$ cat src/rtl/joy_db15_tx.sv
// rtl/joy_db15_tx.sv - DB15 serial joystick device model: parallel snapshot, serial shift-out on host JOY_CLK
// Optional build macro: JOY_DB15_TX_GLITCH_EN adds a 3-sample majority filter on the synchronized JOY_CLK.
module joy_db15_tx #(
    parameter int FRAME_BITS  = 24,
    parameter int SYNC_STAGES = 2
) (
    input  logic        clk,
    input  logic        reset,
    input  logic [11:0] joystick1,
    input  logic [11:0] joystick2,
    input  logic        JOY_CLK,
    input  logic        JOY_LOAD,
    output logic        JOY_DATA,
    output logic        busy,
    output logic        frame_done,
    output logic        overrun
);

    typedef enum logic [1:0] {
        ST_IDLE,
        ST_SHIFT,
        ST_DONE
    } state_t;

    localparam logic [4:0] LAST_BIT = 5'(FRAME_BITS);

    logic [SYNC_STAGES-1:0] ck_sync_q;
    logic [SYNC_STAGES-1:0] ld_sync_q;
    logic                   ck_edge_src;
    logic                   ck_hist_q;
    logic                   ld_hist_q;
    logic                   ck_rise_q;
    logic                   ld_rise_q;

    state_t                 state_q;
    logic [23:0]            shreg_q;
    logic [4:0]             cnt_q;
    logic                   busy_q;
    logic                   done_q;
    logic                   ovr_q;

    // Bring the asynchronous host strobes into the clk domain.
    always_ff @(posedge clk) begin
        if (reset) begin
            ck_sync_q <= '0;
            ld_sync_q <= '0;
        end else begin
            ck_sync_q <= {ck_sync_q[SYNC_STAGES-2:0], JOY_CLK};
            ld_sync_q <= {ld_sync_q[SYNC_STAGES-2:0], JOY_LOAD};
        end
    end

`ifdef JOY_DB15_TX_GLITCH_EN
    logic ck_s1_q;
    logic ck_s2_q;
    logic ck_filt_q;

    // Majority of three consecutive samples; a lone high or low sample never wins.
    always_ff @(posedge clk) begin
        if (reset) begin
            ck_s1_q   <= 1'b0;
            ck_s2_q   <= 1'b0;
            ck_filt_q <= 1'b0;
        end else begin
            ck_s1_q   <= ck_sync_q[SYNC_STAGES-1];
            ck_s2_q   <= ck_s1_q;
            ck_filt_q <= (ck_sync_q[SYNC_STAGES-1] & ck_s1_q) |
                         (ck_sync_q[SYNC_STAGES-1] & ck_s2_q) |
                         (ck_s1_q & ck_s2_q);
        end
    end

    assign ck_edge_src = ck_filt_q;
`else
    assign ck_edge_src = ck_sync_q[SYNC_STAGES-1];
`endif

    // Rising-edge detection; pulses are registered so both paths stay cycle-aligned.
    always_ff @(posedge clk) begin
        if (reset) begin
            ck_hist_q <= 1'b0;
            ld_hist_q <= 1'b0;
            ck_rise_q <= 1'b0;
            ld_rise_q <= 1'b0;
        end else begin
            ck_hist_q <= ck_edge_src;
            ld_hist_q <= ld_sync_q[SYNC_STAGES-1];
            ck_rise_q <= ck_edge_src & ~ck_hist_q;
            ld_rise_q <= ld_sync_q[SYNC_STAGES-1] & ~ld_hist_q;
        end
    end

    // Frame FSM: load wins over clock; shift register bit 0 is the bit on the wire.
    always_ff @(posedge clk) begin
        if (reset) begin
            state_q <= ST_IDLE;
            shreg_q <= '1;
            cnt_q   <= '0;
            busy_q  <= 1'b0;
            done_q  <= 1'b0;
            ovr_q   <= 1'b0;
        end else begin
            done_q <= 1'b0;
            if (ld_rise_q) begin
                shreg_q <= ~{joystick2, joystick1};
                cnt_q   <= 5'd1;
                state_q <= ST_SHIFT;
                busy_q  <= 1'b1;
                if (state_q == ST_SHIFT) begin
                    ovr_q <= 1'b1;
                end
            end else if (ck_rise_q && !ld_hist_q && state_q == ST_SHIFT) begin
                if (cnt_q == LAST_BIT) begin
                    shreg_q <= '1;
                    state_q <= ST_DONE;
                    busy_q  <= 1'b0;
                    done_q  <= 1'b1;
                end else begin
                    shreg_q <= {1'b1, shreg_q[23:1]};
                    cnt_q   <= cnt_q + 5'd1;
                end
            end
        end
    end

    assign JOY_DATA   = shreg_q[0];
    assign busy       = busy_q;
    assign frame_done = done_q;
    assign overrun    = ovr_q;

endmodule

$ cat config.mk
export PLATFORM = sky130hd
export DESIGN_NAME = joy_db15_tx
export DESIGN_NICKNAME = d
export VERILOG_FILES = /design/src/rtl/joy_db15_tx.sv
export SDC_FILE = /design/constraint.sdc
export NUM_CORES = 1
export LEC_CHECK = 0
export CAP_MARGIN = 20
export CORE_MARGIN = 2
export CORE_UTILIZATION = 40
export CTS_CLUSTER_SIZE = 25
export DETAILED_ROUTE_END_ITERATION = 8
export PLACE_DENSITY = 0.61
export SLEW_MARGIN = 20
export SYNTH_ARGS = -nofsm -noshare
export SYNTH_HDL_FRONTEND = slang
export SYNTH_SLANG_ARGS = --single-unit
$ cat constraint.sdc
create_clock -name clk -period 1.69 [get_ports clk]
set_input_delay 0.507 -clock clk [delete_from_list [all_inputs] [get_ports clk]]
set_output_delay 0.507 -clock clk [all_outputs]
set_load 0.005 [all_outputs]
==> impl_metrics.tcl, run 1 <==
set metrics [dict create \
    grt_start_max_net_pins 47 \
    maxCapViolCount 0 \
    yosysUniqueCellTypes 28 \
    wl_per_cell_um 13.82 \
    drtPass1Iterations 4 \
    yosysMostFrequentCell "dfxtp_1" \
    cts_sinks 41 \
    clock_latency_ns 0.29 \
    overflow 0 \
    vdd_ir_drop_max_v 0.0003354 \
    worst-path-stages 1 \
    cp-end-kind "output pin" \
    die_area_sq_um 5097 \
    critPathTopFamily "buffers and inverters" \
    worst-setup-path-type "flop to output pin" \
    fin_ws_ns 0.05345 \
    fin_crit_ns 1.637 \
    die_w_um 71.40 \
    slew_headroom_pct 75.81 \
    synth_common_cells "41 x dfxtp_1, 28 x a21oi_1, 24 x nor3_1, 24 x o31ai_1, 23 x nand3b_1" \
    num-fill-cells 402 \
    synthToLayoutAreaGrowth_pct 23.97 \
    hpwl_um 2389 \
    holdBufCountCts 0 \
    max_stage_delay_ns 0.50 \
    clockBufferDepth 2 \
    num_antenna_cells 0 \
    crit_path_max_fanout 4 \
    critical_path_required_ns 1.18 \
    ant_nets 0 \
    port_buffers 31 \
    worst_slew_pin_slew_ns 0.3629 \
    die_h_um 71.40 \
    cts_tree "yes" \
    powerDensity_nw_per_um2 795.9 \
    synth_area_leaders "dfxtp_1 45%, o31ai_1 9.9%, nand3b_1 9.5%" \
    setup_tns_ns 0 \
    core_area_sq_um 4354 \
    yosys_most_used_dff "dfxtp_1" \
    wl_um 3870 \
    status "finished, final reports clean" \
    grt_pass1_wl_um 6644 \
    synth_top_area_share_pct 45.18 \
    synth_edf_count 0 \
    rsz0062_at_grt "no" \
    cts-buffers-inserted 5 \
    ios 32 \
    post-route-util_pct 51.72 \
    synth_nets 232 \
    worstSetupEndpoint "busy" \
    cp_num_buf_inv 1 \
    h-tree-depth 2 \
    layout-drive-gt1-share_pct 10.09 \
    reg2reg_depth 5 \
    path_clk_slew_ns 0.08 \
    final_hold_viol_count 0 \
    grt_pass1_vias 1468 \
    startpoint_type "flop" \
    post-route-period-util_pct 96.84 \
    slowest_stage "clkdlybuf4s50_1" \
    num_rows 24 \
    min-delay-path-class "flop to flop" \
    r2r-end "cnt_q[2]" \
    yosys.area.top_type "dfxtp_1" \
    yosysWarnings 0 \
    fmax_mhz 611.0 \
    grt_antenna_before_repair 0 \
    num_vias 1557 \
    p_leak_nw 0.7305 \
    avgSynthCellArea_sq_um 8.994 \
    fin_skew_ns 0.007434 \
    synth_seq_cells 41 \
    r2r_start "cnt_q[0]" \
    syn_inst 202 \
    initial_core_util_pct 41.72 \
    track_usage_pct 16.22 \
    drc 0 \
    finalSetupViolations 0 \
    drv_slew 0 \
    dr.first_iter.drc_count 121 \
    startpoint "state_q[0]" \
    yosysSeqAreaShare_pct 45.18 \
    nNetsFinal 258 \
    netlist_area_sq_um 1817 \
    root_buffer "clkbuf_8" \
    async_reset_ff_share_pct 0 \
    dp_slack_ns -0.2557 \
    cp_cell_sequence "clkdlybuf4s50_1" \
    viasPerCell 5.561 \
    r2r_setup_slack_ns 0.13 \
    routabilityCongestion 0.7567 \
    critPathArrivalTime_ns 1.13 \
]
[worst min-delay path by stage]
| stage | startpoint | end | slack, ns | cells after the start |
|---|---|---|---|---|
| 6_report | ck_hist_q | ck_rise_q | 0.38 | 1 |
| 5_1_grt | ck_hist_q | ck_rise_q | 0.40 | 1 |
| 4_1_cts | ck_hist_q | ck_rise_q | 0.39 | 1 |
| 3_5_place_dp | ck_hist_q | ck_rise_q | 0.38 | 1 |
| 3_3_place_gp | ck_hist_q | ck_rise_q | 0.37 | 1 |
| 2_1_floorplan | ck_hist_q | ck_rise_q | 0.37 | 1 |
[layer usage]
layer / GRT usage [%] / vias up / wire length, um
met4: 6.080 / 0 / 37
met3: 4.923 / 5 / 192
met2: 25.93 / 32 / 1775
met5: 0 / - / 0
li1: - / 788 / -
met1: 20.63 / 732 / 1865
[cells by family (layout without fill, tap and decap cells)]
kind of cell | count (synthesis) | after routing | share of synthesized area, %
adders and majority gates | 2 | 2 | 1.377
buffers and inverters | 26 | 52 | 7.851
and+or+nand+nor | 73 | 73 | 25.28
DFF | 41 | 41 | 45.18
muxes | 1 | 1 | 0.6198
AOI/OAI and AO/OA | 59 | 59 | 19.70
[worst reg2reg max path, stage by stage, from the launching register on]
cell and delay, ns:
dfxtp_1 0.38, inv_1 0.08, ha_1 0.22, and4b_4 0.23, or4_1 0.47, a21oi_1 0.13
[power breakdown]
| part | switching, W | leakage, nW | internal [W] |
|---|---|---|---|
| registers | 0.0000102 | 0.334 | 0.000987 |
| logic | 0.0000664 | 0.352 | 0.0000942 |
| clock network | 0.000311 | 0.0443 | 0.000324 |
[sequential cells by signal (all words and copies together) (netlist names)]
name,flops
overrun,1
ld_rise_q,1
ld_sync_q,2
ld_hist_q,1
shreg_q,24
frame_done,1
state_q,2
ck_hist_q,1
ck_sync_q,2
ck_rise_q,1
cnt_q,5
[layout make-up]
cell class / count / area (sq um) / area share [%]
flip-flops and latches: 41 / 822.0 / 36.50
repair buffers: 39 / 382.9 / 17.00
clock buffers: 7 / 86.33 / 3.833
well taps: 52 / 65.06 / 2.889
multi-input cells: 135 / 873.3 / 38.78
inverters: 6 / 22.52 / 1.000
[repair_timing]
action | CTS | global route
cloned | 0 | 0
resized for setup | 1 | 4
buffers inserted | 0 | 1
setup endpoints to repair | 1 | 5
[through the flow]
stage | hold WS, ns | cells | area [sq um] | power, W
global route | 0.4008 | 280 | 2252 | 0.001868
finish | 0.3823 | 280 | 2252 | 0.001792
CTS | 0.3860 | 279 | 2225 | 0.001806
floorplan | 0.3674 | 202 | 1817 | 0.001097
global placement | 0.3718 | 272 | 2137 | 0.001171
detailed placement | 0.3756 | 272 | 2137 | 0.001176
[cell usage in the layout (no fill, tap or decap), types with 6 or more instances in the layout]
cell,netlist,routed
clkdlybuf4s50_1,0,31
nand3b_1,23,23
clkbuf_8,0,6
a21oi_1,28,28
inv_1,6,6
dfxtp_1,41,40
nor2b_1,8,8
o31ai_1,24,20
nor3_1,24,24
buf_4,1,7
Power figures use the tool's default switching activity.
==> run 2: changes to the inputs <==
--- a/config.mk
+++ b/config.mk
@@ -8,6 +8,7 @@
 export CAP_MARGIN = 20
 export CORE_MARGIN = 2
 export CORE_UTILIZATION = 40
+export CTS_CLUSTER_DIAMETER = 30
 export CTS_CLUSTER_SIZE = 25
 export DETAILED_ROUTE_END_ITERATION = 8
 export PLACE_DENSITY = 0.61
==> results of run 2 <==
The final DEF is identical to that of run 1; final timing and power are the same.
